### config.mk
export PLATFORM = sky130hd
export DESIGN_NAME = mem_port_arbiter
export DESIGN_NICKNAME = d
export VERILOG_FILES = /design/src/rtl/mem_port_arbiter.sv
export SDC_FILE = /design/constraint.sdc
export NUM_CORES = 1
export LEC_CHECK = 0
export BUFFER_PORTS_ARGS = -buffer_cell sky130_fd_sc_hd__buf_2
export CORE_AREA = 2 2 62 64
export DETAILED_ROUTE_END_ITERATION = 6
export DIE_AREA = 0 0 64 66
export GPL_TIMING_DRIVEN = 0
export PLACE_DENSITY_LB_ADDON = 0.12
export SLEW_MARGIN = 10
export SYNTH_ARGS = -nofsm -noshare
export SYNTH_HDL_FRONTEND = slang
export SYNTH_SLANG_ARGS = --single-unit
export TNS_END_PERCENT = 1
### constraint.sdc
create_clock -name clk -period 1.6 [get_ports clk]
set_input_delay 0.16 -clock clk [delete_from_list [all_inputs] [get_ports clk]]
set_output_delay 0.16 -clock clk [all_outputs]
set_load 0.02 [all_outputs]
### src/rtl/mem_port_arbiter.sv
// mem_port_arbiter: shares one single-ported memory between three requesters
// Ports:
//   clk       rising-edge clock
//   rst_n     asynchronous active-low reset
//   req_i     per-requester request (0 fetch, 1 load/store, 2 host), held until gnt
//   sel_o     select for the external address/wdata/we mux3to1
//   gnt_o     one-hot grant, one-cycle pulse alongside mem_en_o
//   mem_en_o  memory access strobe
//   rvalid_o  one-hot read-data-valid, MEM_LAT cycles after mem_en_o
//   busy_o    high while a transaction is in flight
// Config: define ARB_ROUND_ROBIN_EN for round-robin arbitration; otherwise
//   fixed priority 0 > 1 > 2.
module mem_port_arbiter #(
    parameter int MEM_LAT = 1,
    parameter int CW      = 4
) (
    input  logic       clk,
    input  logic       rst_n,
    input  logic [2:0] req_i,
    output logic [1:0] sel_o,
    output logic [2:0] gnt_o,
    output logic       mem_en_o,
    output logic [2:0] rvalid_o,
    output logic       busy_o
);
    typedef enum logic [1:0] {IDLE, ISSUE, WAIT, DONE} state_t;
    state_t        state_q;
    logic [CW-1:0] lat_q;
    logic [1:0]    last_q;
    logic [1:0]    win_d;
`ifdef ARB_ROUND_ROBIN_EN
    logic [1:0] c1_d, c2_d;
    // scan last+1, last+2, then last itself (mod 3)
    always_comb begin
        c1_d  = (last_q == 2'd2) ? 2'd0 : last_q + 2'd1;
        c2_d  = (c1_d == 2'd2) ? 2'd0 : c1_d + 2'd1;
        win_d = req_i[c1_d] ? c1_d : req_i[c2_d] ? c2_d : last_q;
    end
`else
    // the last_q fallback only applies when nothing requests, where it is unused
    always_comb win_d = req_i[0] ? 2'd0 : req_i[1] ? 2'd1 : req_i[2] ? 2'd2 : last_q;
`endif
    // lat_q counts remaining memory cycles; sel_o holds the winner into IDLE
    always_ff @(posedge clk or negedge rst_n) begin
        if (!rst_n) begin
            state_q  <= IDLE;
            sel_o    <= 2'd0;
            gnt_o    <= 3'b000;
            mem_en_o <= 1'b0;
            rvalid_o <= 3'b000;
            busy_o   <= 1'b0;
            lat_q    <= '0;
            last_q   <= 2'd2;
        end else begin
            case (state_q)
                IDLE: if (|req_i) begin
                    state_q  <= ISSUE;
                    sel_o    <= win_d;
                    gnt_o    <= 3'b001 << win_d;
                    mem_en_o <= 1'b1;
                    busy_o   <= 1'b1;
                    last_q   <= win_d;
                    lat_q    <= CW'(MEM_LAT - 1);
                end
                ISSUE: begin
                    gnt_o    <= 3'b000;
                    mem_en_o <= 1'b0;
                    if (lat_q == '0) begin
                        state_q  <= DONE;
                        rvalid_o <= 3'b001 << sel_o;
                    end else begin
                        state_q <= WAIT;
                    end
                end
                WAIT: begin
                    lat_q <= lat_q - CW'(1);
                    if (lat_q == CW'(1)) begin
                        state_q  <= DONE;
                        rvalid_o <= 3'b001 << sel_o;
                    end
                end
                DONE: begin
                    state_q  <= IDLE;
                    rvalid_o <= 3'b000;
                    busy_o   <= 1'b0;
                end
                default: state_q <= IDLE;
            endcase
        end
    end
endmodule

## Word level (Yosys, flattened, before mapping)

Cells that the tools add are included.

| word-level totals | value |
|---|---|
| logic and storage cells | 48 |
| output and inout bits | 10 |
| bits in writable memories | 0 |
| latch bits | 0 |
| register bits after elaboration | 18 |
| bits in read-only memories | 0 |
| input bits | 5 |
| memories kept | 0 |

| operators by class | value |
|---|---|
| shift-type cells | 2 |
| multiplexer cells | 17 |
| multiply operators | 0 |
| div/mod/pow operators | 0 |
| bitwise operators | 0 |
| order comparisons | 0 |
| reductions and logical operators | 13 |
| equality and inequality tests | 7 |
| $add $sub $neg | 1 |

Operators with widths:

| operator | count |
|---|---|
| $mux W2 | 5 |
| $reduce_and A2 Y1 | 5 |
| $mux W3 | 3 |
| $pmux W3 S3 | 1 |
| $pmux W2 S4 | 1 |
| $pmux W4 S2 | 1 |
| $ne A2 B2 Y1 const B | 3 |
| $pmux W3 S2 | 1 |
| $reduce_bool A2 Y1 | 3 |
| $shl A1 B2 Y3 const A | 2 |
| $eq A2 B2 Y1 const B | 2 |
| $eq A4 B1 Y1 const B | 1 |
| $logic_not A4 Y1 | 1 |
| $mux W4 | 1 |
| $pmux W1 S2 | 2 |
| $sub A4 B1 Y4 const B | 1 |
| $reduce_and A3 Y1 | 1 |
| $reduce_bool A3 Y1 | 1 |
| $reduce_or A3 Y1 | 1 |
| $eq A2 B1 Y1 const B | 1 |
| $logic_not A2 Y1 | 1 |
| $mux W1 | 2 |

## Logic depth before layout (Yosys ltp)

| logic depth | value |
|---|---|
| word-level depth | 6 |
| mapped depth | 6 |
| gate-level depth less buffers | 5 |

## Worst setup path before layout

No wires, ideal clock.

| path | value |
|---|---|
| kind | flip-flop to flip-flop |
| from | register lat_q[0] |
| to | register rvalid_o[0] |
| clock period less this slack | 1.784 ns |
| setup slack | -0.184 ns |
| data arrival time | 1.659 ns |
| required time | 1.475 ns |
| path buffers | 0 |
| stages on the path, launching flop included | 6 |
| setup time | 0.125 ns |
| cell sequence | dfrtp_1 > inv_1 > ha_1 > or3b_1 > a221oi_4 > mux2_4 |

| between the ends | value |
|---|---|
| cells in the longest elaborated chain, start to end | 3 |
| elaborated cells between the ends (all ways) | 5 |
| classes of those cells | eq/ne: 3; reduce/logical: 2 |

RTL lines:

| element | line | source |
|---|---|---|
| start: declaration | 28 | `logic [CW-1:0] lat_q;` |
| start signal: assignment | 63 | `lat_q <= CW'(MEM_LAT - 1);` |
| start signal: assignment | 76 | `lat_q <= lat_q - CW'(1);` |
| $eq A4 B1 Y1 or $logic_not A4 Y1 (tied branches) | 77, 68 |  |
| $ne A2 B2 Y1 (no line) | -- |  |
| $reduce_and A3 Y1 (no line) * | -- |  |
| end signal: assignment | 70 | `rvalid_o <= 3'b001 << sel_o;` |
| end signal: assignment | 79 | `rvalid_o <= 3'b001 << sel_o;` |
| end: declaration | 23 | `output logic [2:0] rvalid_o,` |

Every way passes the cells marked *; elsewhere a longest branch is shown, timed or not.
A chain may end at the register's enable or synchronous reset.

## Worst setup path in the final report

Ends and elaborated chain as after synthesis.

==> impl_results.md <==
* DIE AREA at 0.00422 sq mm
* Slew Viols, Final at 0
* Arrival @ worst endpoint at around 2000 ps
* Cell Rows at 22
* Initial antenna violation count at 0
* Layout cell share with drive strength beyond 1 at 37.0%
* Gate Count Post-Synth at 93
* Total Wirelength at 2120 um
* Pre-CTS WS at -342 ps
* Register clock-pin slew on the reported worst setup and hold paths at 100 ps
* Avg Vias per Cell at 4.61
* Die height at around 66 um
* Chip Width at 64 um
* Placed cell area at 0.00110 sq mm
* Nets at 132
* Final RePlAce weighted congestion at 0.685
* RSZ-0062 raised after global routing: true
* Clock root buffer master: clkbuf_4
* Crit share post-route at 117%
* Hpwl dp at about 1500 um
* F_max at 534 MHz
* Mux cell area share after synthesis at approximately 5.8%
* Global-route wire length before repair at 3680 um
* Most used DFF post-synth: dfrtp_1
* Commonest non-fill, non-tap cell in the layout: dfrtp_1
* Most frequent cells in the layout: 15 x dfrtp_1, 13 x buf_2, 7 x a21oi_1, 7 x buf_4, 6 x o21ai_0
* Fillers at 370
* Top cell type's share of synthesized area at 41.2%
* Vias in the first global route at 751
* Yosys cell types at 34
* Clk Latency, worst-skew pair at 290 ps
* CTS HTree Levels at 1
* DR iter-0 viols at 28
* Residual DRC at 0
* Worst slew margin at a little under three quarters
* Core Footprint at 0.00355 sq mm
* DR WL/cell at 12.7 um
* Post-Syn Nets at about 110
* Dominant cells by area after synthesis: dfrtp_1 41%, ha_1 9.0%, mux2_4 4.6%
* Lkg Pwr at 0.574 nW
* Xor and xnor area share after synthesis at 0%
* Final setup margin at -274 ps
* TritonCTS buffer count at 3
* VDD IR max at between 0.0009 and 0.001 V
* CTS tree: yes
* HP Class: in2reg
* Period minus WS final at roughly 1900 ps
* Clock Sinks at 16
* Number of synthesized flops with an enable pin at 0
* Setup crit start: lat_q[0]
* Crit path max fanout at 4
* Ant. Diodes at 0
* Synth area leader: dfrtp_1
* Yosys reg bits at 16
* Asr flop ratio synth at 100%
* Area delta synth->final at 27.1%
* Post-Layout Inst Area at 0.00123 sq mm
* Largest net degree at the start of global routing at 17
* Total GRT Usage at between 10 and 15%
* Pwr Total at 2.50 mW
* Final hold slack at 221 ps
* Footprint of the multi-input gates at 547 sq um
* Number of port buffers at 13
* Endpoints failing setup at 5
* Violated checks: negative setup slack
* Status: finished, violations left
* I/O Pins at 15
* Adder-Cell Fraction of Synth Area at 9.02%
* Least-Margin Pin Slew at 431 ps
* Syn Area/Cell at 10.4 sq um
* Post-synthesis sequential area ratio at 41.2%
* TNS Setup at -936 ps
* Yosys Warn Count at 0
* DRT antenna net count at 0
* Overflow after GRT at 0
* Post-synthesis simple-gate area fraction at 19.2%
* Startpoint Class: flop
* Register area at 402 sq um
* PwrDens at 2030 mW/mm^2
* Netlist area before placement at ~1000 sq um
* Max Cap Viol at 0
* Worst Setup End Kind: flop
* Largest family of logic cells by synthesized area: compound AO/OA/AOI/OAI gates
* Fin. Hold Viols at 0
* Worst Clk Skew at 9.06 ps
* Crit Reg-Reg Startpoint: lat_q[0]
* Drt first pass iters at 4
* Synth Area in Compound Gates at 20.1%
* Initial core utilization at 27.3%
* Vias at 770
* Min-delay src: req_i[1]
* Setup CP Type: reg2reg
* Worst Path Required at between 1500 and 2000 ps
* Clock tree buffer depth at 2
-- per-layer routing --
| layer | up-vias | global-route usage (%) | part of all wire [%] |
|---|---|---|---|
| met2 | 15 | 17.6 | 44 |
| li1 | 390 | - | - |
| met4 | 0 | 1.63 | 0.66 |
| met1 | 363 | 15.8 | 51 |
| met5 | - | 0 | 0 |
| met3 | 2 | 3.07 | 4.2 |
-- through the flow --
stage,instances,utilization (%)
6_report,167,34.7
5_1_grt,167,34.7
4_1_cts,165,34.0
3_5_place_dp,154,30.9
3_3_place_gp,154,30.9
2_1_floorplan,93,-
-- report_power, final --
part / internal (mW) / leakage (nW) / switching [mW]
sequential: 0.583 / 0.203 / 0.159
clock: 0.138 / 0.0210 / 0.132
combinational: 0.744 / 0.350 / 0.744
total: 1.47 / 0.574 / 1.04
-- worst max-delay path: stages, from the launching register on --
cell	delay [ps]
dfrtp_1	420
inv_1	80
ha_2	170
or3b_4	380
a221oi_4	370
mux2_4	330
-- sequential cells by signal, summed over array words and instances, names as in the netlist --
signal,cells
mem_en_o,1
rvalid_o,3
gnt_o,3
state_q,2
busy_o,1
lat_q,4
sel_o,2
-- final timing paths --
kind,depth (start not counted),endpoint,slack [ps]
max,5,rvalid_o[0],-270
min,3,sel_o[0],220
max reg2reg,5,rvalid_o[0],-270
min reg2reg,2,gnt_o[0],510
max in group asynchronous,2,state_q[1],970
min in group asynchronous,2,lat_q[2],320
-- cell usage after synthesis (2+ instances only) --
| master | instances |
|---|---|
| a21o_1 | 2 |
| a21oi_1 | 7 |
| a22o_1 | 2 |
| a2bb2oi_1 | 2 |
| clkbuf_1 | 3 |
| dfrtp_1 | 16 |
| ha_1 | 7 |
| inv_1 | 7 |
| mux2_4 | 3 |
| nand2_1 | 5 |
| nand2b_1 | 4 |
| nor2_1 | 4 |
| nor3_1 | 3 |
| nor3b_1 | 2 |
| nor4b_1 | 2 |
| o21ai_0 | 6 |
-- area by class of cell --
cell class	instances	area share [%]
sequential	16	32.6
buffer	4	1.62
timing repair buffer	22	11.6
multi-input combinational	66	44.3
inverter	7	2.13
clock buffer	4	2.94
tap	48	4.87
-- timing repair --
| action | in CTS | in global routing |
|---|---|---|
| setup endpoints to repair | 11 | 9 |
| hold buffers | 1 | 0 |
| resized for setup | 7 | 5 |
| pin swaps | 2 | 4 |
| hold endpoints to repair | 16 | 0 |
| buffers inserted | 6 | 2 |
-- cell families (layout without fill, tap and decap cells) --
logic type      Yosys count  after routing
flops                    16             16
buf+inv                  11             37
compound gates           27             27
mux                       4              4
simple gates             28             28
fa+ha+maj                 7              7
Power figures use the tool's default switching activity.
